`src/rtl/regfile_access_ctrl_pkg.sv`:
```
// Shared configuration and FSM encoding for the register-file access controller.
package regfile_access_ctrl_pkg;

  localparam int WORD_W   = 32;
  localparam int NUM_REGS = 16;
  localparam int AW       = 4;

  typedef enum logic [1:0] {
    ST_IDLE = 2'd0,
    ST_RD1  = 2'd1,
    ST_OUT  = 2'd2
  } state_t;

endpackage

```
`src/rtl/regfile_access_ctrl_scoreboard.sv`:
```
// Busy scoreboard for pending destination registers; set beats clear on the same index.
module regfile_access_ctrl_scoreboard
  import regfile_access_ctrl_pkg::*;
#(
  parameter int NUM_REGS_P = NUM_REGS,
  parameter int AW_P       = AW
) (
  input  logic                  clk,
  input  logic                  rst,
  input  logic                  set_en,
  input  logic [AW_P-1:0]       set_idx,
  input  logic                  clr_en,
  input  logic [AW_P-1:0]       clr_idx,
  output logic [NUM_REGS_P-1:0] busy,
  output logic [NUM_REGS_P-1:0] eff,
  output logic                  wb_err
);

  logic [NUM_REGS_P-1:0] one_hot;
  logic [NUM_REGS_P-1:0] set_mask;
  logic [NUM_REGS_P-1:0] clr_mask;

  always_comb begin
    one_hot  = '0;
    one_hot[0] = 1'b1;
    set_mask = set_en ? (one_hot << set_idx) : '0;
    clr_mask = clr_en ? (one_hot << clr_idx) : '0;
    // A register freed by this cycle's writeback no longer blocks issue.
    eff      = busy & ~clr_mask;
  end

  always_ff @(posedge clk or posedge rst) begin
    if (rst) begin
      busy   <= '0;
      wb_err <= 1'b0;
    end else begin
      busy   <= (busy & ~clr_mask) | set_mask;
      wb_err <= clr_en && !busy[clr_idx];
    end
  end

endmodule

```
`src/rtl/regfile_access_ctrl.sv`:
```
// Operand-fetch controller: hazard check, port-1 arbitration with writebacks, bypass
// and a valid/ready operand output to execute.
module regfile_access_ctrl
  import regfile_access_ctrl_pkg::*;
#(
  parameter int WORD_W_P   = WORD_W,
  parameter int NUM_REGS_P = NUM_REGS,
  parameter int AW_P       = AW
) (
  input  logic                  clk,
  input  logic                  rst,
  input  logic                  iss_valid,
  output logic                  iss_ready,
  input  logic [AW_P-1:0]       iss_rs0,
  input  logic [AW_P-1:0]       iss_rs1,
  input  logic [AW_P-1:0]       iss_rd,
  input  logic                  iss_rd_en,
  input  logic                  wb_valid,
  input  logic [AW_P-1:0]       wb_rd,
  input  logic [WORD_W_P-1:0]   wb_data,
  output logic                  wb_err,
  output logic                  op_valid,
  input  logic                  op_ready,
  output logic [WORD_W_P-1:0]   op0,
  output logic [WORD_W_P-1:0]   op1,
  output logic [AW_P-1:0]       rf_addr0,
  output logic [AW_P-1:0]       rf_addr1,
  output logic [WORD_W_P-1:0]   rf_din0,
  output logic [WORD_W_P-1:0]   rf_din1,
  output logic                  rf_we0,
  output logic                  rf_we1,
  input  logic [WORD_W_P-1:0]   rf_dout0,
  input  logic [WORD_W_P-1:0]   rf_dout1,
  output logic [1:0]            dbg_state,
  output logic [NUM_REGS_P-1:0] dbg_busy
);

  // Handshakes: a fetch transfers on a cycle with iss_valid && iss_ready; operands
  // transfer on a cycle with op_valid && op_ready, and op0/op1 hold until then.

  state_t                state, state_nxt;
  logic [NUM_REGS_P-1:0] busy, eff;
  logic                  haz_ok, can_issue, accept, port1_wb;
  logic [WORD_W_P-1:0]   rd0_val;
  logic [WORD_W_P-1:0]   op0_q, op1_q;
  logic [AW_P-1:0]       rs1_q;

  regfile_access_ctrl_scoreboard #(
    .NUM_REGS_P (NUM_REGS_P),
    .AW_P       (AW_P)
  ) u_sb (
    .clk     (clk),
    .rst     (rst),
    .set_en  (accept && iss_rd_en),
    .set_idx (iss_rd),
    .clr_en  (wb_valid),
    .clr_idx (wb_rd),
    .busy    (busy),
    .eff     (eff),
    .wb_err  (wb_err)
  );

  always_comb begin
    state_nxt = state;
    haz_ok    = !eff[iss_rs0] && !eff[iss_rs1] && (!iss_rd_en || !eff[iss_rd]);
    can_issue = (state == ST_IDLE) || ((state == ST_OUT) && op_ready);
    iss_ready = !rst && can_issue && haz_ok;
    accept    = iss_valid && iss_ready;
    port1_wb  = wb_valid && !rst;

    rf_we0    = 1'b0;
    rf_din0   = '0;
    rf_we1    = port1_wb;
    rf_din1   = port1_wb ? wb_data : '0;
    rf_addr1  = '0;
    rf_addr0  = '0;
    if (port1_wb)
      rf_addr1 = wb_rd;
    else if (accept)
      rf_addr1 = iss_rs1;
    if (accept)
      rf_addr0 = iss_rs0;
    else if (state == ST_RD1)
      rf_addr0 = rs1_q;

    // Port 0 read of the register being written this cycle returns the new value.
    rd0_val = (port1_wb && (wb_rd == rf_addr0)) ? wb_data : rf_dout0;

    case (state)
      ST_IDLE: if (accept) state_nxt = wb_valid ? ST_RD1 : ST_OUT;
      ST_RD1:  state_nxt = ST_OUT;
      ST_OUT: begin
        if (op_ready) begin
          if (accept) state_nxt = wb_valid ? ST_RD1 : ST_OUT;
          else        state_nxt = ST_IDLE;
        end
      end
      default: state_nxt = ST_IDLE;
    endcase
  end

  always_ff @(posedge clk or posedge rst) begin
    if (rst) begin
      state <= ST_IDLE;
      op0_q <= '0;
      op1_q <= '0;
      rs1_q <= '0;
    end else begin
      state <= state_nxt;
      if (accept) begin
        op0_q <= rd0_val;
        if (wb_valid) rs1_q <= iss_rs1;
        else          op1_q <= rf_dout1;
      end else if (state == ST_RD1) begin
        op1_q <= rd0_val;
      end
    end
  end

  assign op_valid  = (state == ST_OUT);
  assign op0       = op0_q;
  assign op1       = op1_q;
  assign dbg_state = state;
  assign dbg_busy  = busy;

endmodule

```
`config.mk`:
```
export PLATFORM = sky130hd
export DESIGN_NAME = regfile_access_ctrl
export DESIGN_NICKNAME = d
export VERILOG_FILES = /design/src/rtl/regfile_access_ctrl_pkg.sv /design/src/rtl/regfile_access_ctrl_scoreboard.sv /design/src/rtl/regfile_access_ctrl.sv
export SDC_FILE = /design/constraint.sdc
export NUM_CORES = 1
export LEC_CHECK = 0
export CAP_MARGIN = 20
export CORE_MARGIN = 4
export CORE_UTILIZATION = 40
export DETAILED_ROUTE_END_ITERATION = 8
export PLACE_DENSITY = 0.84
export SLEW_MARGIN = 20
export SYNTH_ARGS = -nofsm -noshare
export SYNTH_HDL_FRONTEND = slang
export SYNTH_HIERARCHICAL = 1
export SYNTH_SLANG_ARGS = --single-unit
export TNS_END_PERCENT = 100
```
`constraint.sdc`:
```
create_clock -name clk -period 5.25 [get_ports clk]
set_input_delay 0.7875 -clock clk [delete_from_list [all_inputs] [get_ports clk]]
set_output_delay 0.7875 -clock clk [all_outputs]
set_load 0.005 [all_outputs]
```
==> results.toml, run 1 <==
[clocking]
cts.clk_slew.worst_paths_ps = 70
postCtsResizedCells = 0
cts_buffer_depth = 2
post_cts_buffers = 0
cts_tree = "done"
clock-root-buffer = "clkbuf_16"
insertion_delay_ps = 340
cts.htree.levels = 3
ctsHoldBuffers = 0
cts_buffers = 9
cts.sinks = 87

[placed_design]
routabilityCongestion = 1.01
hpwl_um = 14800
numPlacedInstances = 939
numPortBuffers = 243

[synthesis]
ys_ff_latch = 87
synth_edf_count = 0
yosys.area.top_type_share_pct = 41.2
ys_warn_count = 6
netlist.top_cell.by_area = "dfrtp_1"
ys_async_sr_fraction_pct = 100
synth.cell_area_um2 = 5280
synthDistinctLibCells = 47
yosys_most_used_dff = "dfrtp_1"
syn_inst = 544
avgSynthCellArea_um2 = 9.71
synth_seq_area_share_pct = 41.2
netlist_top_cells_area = "dfrtp_1, mux2i_1, a221oi_1, buf_4, nor2_1"

[sta]
max_freq_mhz = 203
finalHoldViolCount = 0
fin_crit_sh_pct = 93.6
fin_skew_ps = 7.19
hold_slack_ps = 531
setup_violations = 0
tns_ps = 0
period_needed_ps = 4910
slew_headroom_pct = 46.4
slew_viol_final = 0
worstMarginPinSlew_ps = 803
rsz0062_at_grt = "false"

[die]
die_h_um = 123
die_w_um = 123
rows = 41
die-area_um2 = 15100
core_um2 = 12800
ios = 277
start_util_pct = 41.4

[global_route]
grt_max_degree = 58
grt_antenna_before_repair = 0
grt_pass1_vias = 5313
grt_util_all_layers_pct = 24.2
gr-total-overflow = 0
grt_pass1_wl_um = 28400

[critical_path]
end_kind = "output port"
ff2ff_path_depth = 10
cp.required_ps = 4460
start_kind = "input port"
crit-reg2reg-capture = "op1[23]$_DFFE_PP0P_"
critPathMaxStageDelay_ps = 570
crit_start = "wb_valid"
crit_path_frequent_cell = "clkdlybuf4s50_1"
r2r_slack_ps = 1870
critical_path_arrival_ps = 4130
crit_fanout = 10
worstPathCellList = "clkdlybuf4s50_1, or3b_1, o21a_1, mux4_2, mux2i_1, o22a_1, and4_2, nand2_1, o21ai_0, clkdlybuf4s50_1"
r2r-start = "u_sb/busy[12]$_DFF_PP0_"
worstSetupPathType = "input port to output port"
cp_slowest_cell = "clkdlybuf4s50_1"

[hold_path]
hold_path.class = "flop to flop"
hold_depth = 2
min_to = "op0[30]$_DFFE_PP0P_"
min_from = "op0[30]$_DFFE_PP0P_"

[power]
peakVddDrop_mv = 0.168
p_sw_mw = 0.819
clockPowerShare_pct = 24.1
intPower_mw = 1.81
pwr-share-seq_pct = 37.9
comb_power_share_pct = 37.9
powerDensity_nw_per_um2 = 325
p_leak_nw = 3.69
swShare_pct = 31.2

[run]
cap_violations = 0

[cells_and_area]
drive_above_1_share_pct = 7.15
fin_cells = 955
finalNetCount = 896
antennaDiodeCount = 0
area_delta_synth_final_pct = 52.7

[route]
wire_per_inst_um = 19.9
ant_nets = 0
drc_errors = 0
drtPass1Iterations = 5
num_vias = 5229
dr.first_iter.drc_count = 423
wl_um = 19000
vias_per_cell = 5.48

[run_status]
outcome = "complete, no violations"
how the worst max path moves through the flow:
stage                        endpoint  slack, ps  cells after the start
final                     rf_addr1[0]        340                     10
after global routing      rf_addr1[1]        120                     10
after detailed placement  rf_addr1[0]        390                     10
after floorplan           rf_din1[22]        980                      3
after global placement    rf_addr1[1]        450                     10
after CTS                 rf_addr1[0]        380                     10
placed cells by master (no fill, tap or decap), types with 3 or more instances in the layout:
cell and count:
inv_1 41, dfrtp_1 87, inv_8 3, nand3b_1 10, mux2i_1 39, nand2_1 23
nor2b_1 9, o21ai_0 4, o22ai_1 3, buf_12 3, mux4_1 5, o21bai_1 16
conb_1 33, and3_1 32, o21a_1 16, nand2b_1 5, mux2_2 7, buf_4 13
nor2_1 66, a221oi_1 32, a21oi_1 33, mux4_2 8, clkbuf_16 9, clkdlybuf4s50_1 243
nand3_1 7
routing by layer:
metal  vias to the layer above  track usage (%)  share of wire, %
li1                       2328                -                 -
met1                      2489             28.8                37
met2                       353             41.3                50
met3                        59             6.45               9.7
met4                         0             10.3               3.3
met5                         -                0                 0
per-stage QoR:
stage	power [mW]	setup slack (ps)	util [%]	instance area, um^2
2_1_floorplan	1.36	985	-	5400
3_3_place_gp	1.97	446	60.8	7760
3_5_place_dp	2.00	393	60.8	7760
4_1_cts	2.64	379	63.1	8060
5_1_grt	2.76	122	63.1	8060
6_report	2.62	336	63.1	8060
flip-flops by register name, indices dropped and copies added (netlist names):
name	cells
dbg_state	2
u_sb/wb_err	1
u_sb/busy	16
op0	32
rs1_q	4
op1	32
cell families (layout without fill, tap and decap cells):
family	after synthesis	after routing	share of synthesized area, %
other cells	1	33	0.0710
compound gates	115	115	15.6
mux	60	60	15.2
simple gates	170	170	16.3
flops	87	87	41.2
buf+inv	111	318	11.7
power groups by stage:
stage / registers (mW) / logic, mW / clock network [mW]
2_1_floorplan: 0.992 / 0.369 / 0
3_3_place_gp: 1.00 / 0.969 / 0
3_5_place_dp: 1.01 / 0.994 / 0
4_1_cts: 0.995 / 1.00 / 0.647
5_1_grt: 1.02 / 1.07 / 0.674
6_report: 0.996 / 0.996 / 0.634
synth_stat cells (9+ instances only):
cell type,n
dfrtp_1,87
nor2_1,66
inv_1,42
mux2i_1,39
a21oi_1,33
buf_4,33
a221oi_1,32
and3_1,32
nand2_1,23
clkbuf_1,16
o21a_1,16
o21bai_1,16
nand3b_1,10
nor2b_1,10
buf_2,9
layout make-up:
type | count | area [um^2]
clock inverter | 7 | 75.1
multi-input combinational | 378 | 2620
clock buffer | 9 | 225
tap | 172 | 215
timing repair buffer | 259 | 2590
inverter | 43 | 163
fill | 1000 | 4710
sequential | 87 | 2180
critical path: cells and delay by family:
kind,cells,cell delay (ps)
AOI/OAI and AO/OA,3,660
and+or+nand+nor,3,910
buffers and inverters,2,1120
muxes,2,640
(Power assumes the default switching activity.)
==> inputs of run 2 (changes only) <==
Settings changed: CORE_UTILIZATION 40 to 52, DONT_BUFFER_PORTS set to 1, MAX_ROUTING_LAYER set to met4, PLACE_DENSITY 0.84 to 0.7.
==> run 2 against run 1 <==
  * Combinational power down 58%
  * Largest cell class unchanged
  * Critical path depth fell by 1
  * Die area is 22% lower
  * Highest routed layer unchanged
  * Flip-flop and latch count is the same
==> results.toml, run 2 (same netlist as run 1, synthesis figures left out) <==
[power]
p_leak_nw = 2.64
pwr-share-seq_pct = 55.1
swShare_pct = 34.4
intPower_mw = 1.25
peakVddDrop_mv = 0.151
powerDensity_nw_per_um2 = 355
clockPowerShare_pct = 23.1
comb_power_share_pct = 21.8
p_sw_mw = 0.656

[cells_and_area]
area_delta_synth_final_pct = 1.71
drive_above_1_share_pct = 8.66
fin_area_um2 = 5370
final_common_cell = "dfrtp_1"
fin_cells = 664
antennaDiodeCount = 0
post-route-util_pct = 54.7
layout_common_cells = "dfrtp_1, nor2_1, inv_1"
finalNetCount = 644

[clocking]
cts_buffer_depth = 2
cts.clk_slew.worst_paths_ps = 80
clock-root-buffer = "clkbuf_8"
cts.sinks = 87
insertion_delay_ps = 360
cts.htree.levels = 3
ctsHoldBuffers = 0
cts_buffers = 9
postCtsResizedCells = 0
cts_tree = "done"
post_cts_buffers = 0

[sta]
rsz0062_at_grt = "false"
worstMarginPinSlew_ps = 942
fin_skew_ps = 14.6
tns_ps = 0
max_freq_mhz = 238
slew_headroom_pct = 37.1
setup_violations = 0
finalHoldViolCount = 0
hold_slack_ps = 393
period_needed_ps = 4200
slew_viol_final = 0
fin_crit_sh_pct = 80.0

[run_status]
outcome = "complete, no violations"

[die]
die_h_um = 109
ios = 277
rows = 36
start_util_pct = 53.8
die-area_um2 = 11800
die_w_um = 109
core_um2 = 9820

[critical_path]
critical_path_arrival_ps = 3410
start_kind = "input port"
end_kind = "output port"
worstPathCellList = "or3b_1, o21a_1, mux4_2, or2_1, a41oi_2, and4_2, buf_4, nand2_1, o21ai_0"
cp.required_ps = 4460
cp_slowest_cell = "mux4_2"
critPathMaxStageDelay_ps = 460
crit_fanout = 39
worstSetupPathType = "input port to output port"

[global_route]
grt_max_degree = 57
grt_util_all_layers_pct = 27.1
grt_antenna_before_repair = 0
grt_pass1_wl_um = 23900
gr-total-overflow = 0
grt_pass1_vias = 4254

[placed_design]
numPortBuffers = 0
numPlacedInstances = 648
dpl_cell_area_um2 = 5190
routabilityCongestion = 0.884
hpwl_um = 12000

[route]
ant_nets = 0
wl_um = 16000
num_vias = 4152
vias_per_cell = 6.25
wire_per_inst_um = 24.1
drtPass1Iterations = 5
drc_errors = 0
dr.first_iter.drc_count = 404

[hold_path]
hold_path.class = "input port to asynchronous set/reset pin"

[run]
cap_violations = 0
run 2: layer usage:
layer,up-vias,track usage [%],share of wire (%)
met5,-,-,0
met4,0,8.21,1.6
met3,22,9.12,11
met2,222,44.7,52
met1,2080,31.6,36
li1,1828,-,-
run 2: final timing paths:
path / from / endpoint / slack (ps) / cells past startpoint
worst min-delay path: rst / u_sb/busy[1]$_DFF_PP0_ / 390 / 1
worst max register to register: u_sb/busy[1]$_DFF_PP0_ / op1[7]$_DFFE_PP0P_ / 2060 / 9
worst min register to register: rs1_q[0]$_DFFE_PP0N_ / rs1_q[0]$_DFFE_PP0N_ / 550 / 1
min in group clk: rs1_q[0]$_DFFE_PP0N_ / rs1_q[0]$_DFFE_PP0N_ / 550 / 1
worst max-delay path: wb_rd[2] / rf_addr1[2] / 1050 / 9
max in group asynchronous: rst / op0[17]$_DFFE_PP0P_ / 4110 / 2
run 2: cell type report:
cell class	instances	area, um^2
Sequential cell	87	2180
Clock buffer	11	141
Fill cell	909	4450
Timing Repair Buffer	7	65.1
Inverter	43	163
Tap cell	133	166
Multi-Input combinational cell	378	2620
Clock inverter	5	41.3
run 2: worst max-delay path: cells and delay by family:
family,cells,cell delay (ps)
AOI/OAI and AO/OA,3,690
buffers and inverters,1,390
muxes,1,460
and+or+nand+nor,4,1080
run 2: power by group through the flow:
stage,clock (mW),sequential [mW],combinational (mW)
finish,0.440,1.05,0.415
global route,0.484,1.07,0.475
CTS,0.457,1.05,0.417
detailed placement,0,1.07,0.413
global placement,0,1.06,0.394
floorplan,0,0.992,0.369
run 2: through the flow:
| step | worst slack, ps | total power, mW |
|---|---|---|
| floorplan | 985 | 1.36 |
| global placement | 1130 | 1.46 |
| detailed placement | 1050 | 1.48 |
| CTS | 1050 | 1.93 |
| global route | 839 | 2.03 |
| finish | 1050 | 1.90 |
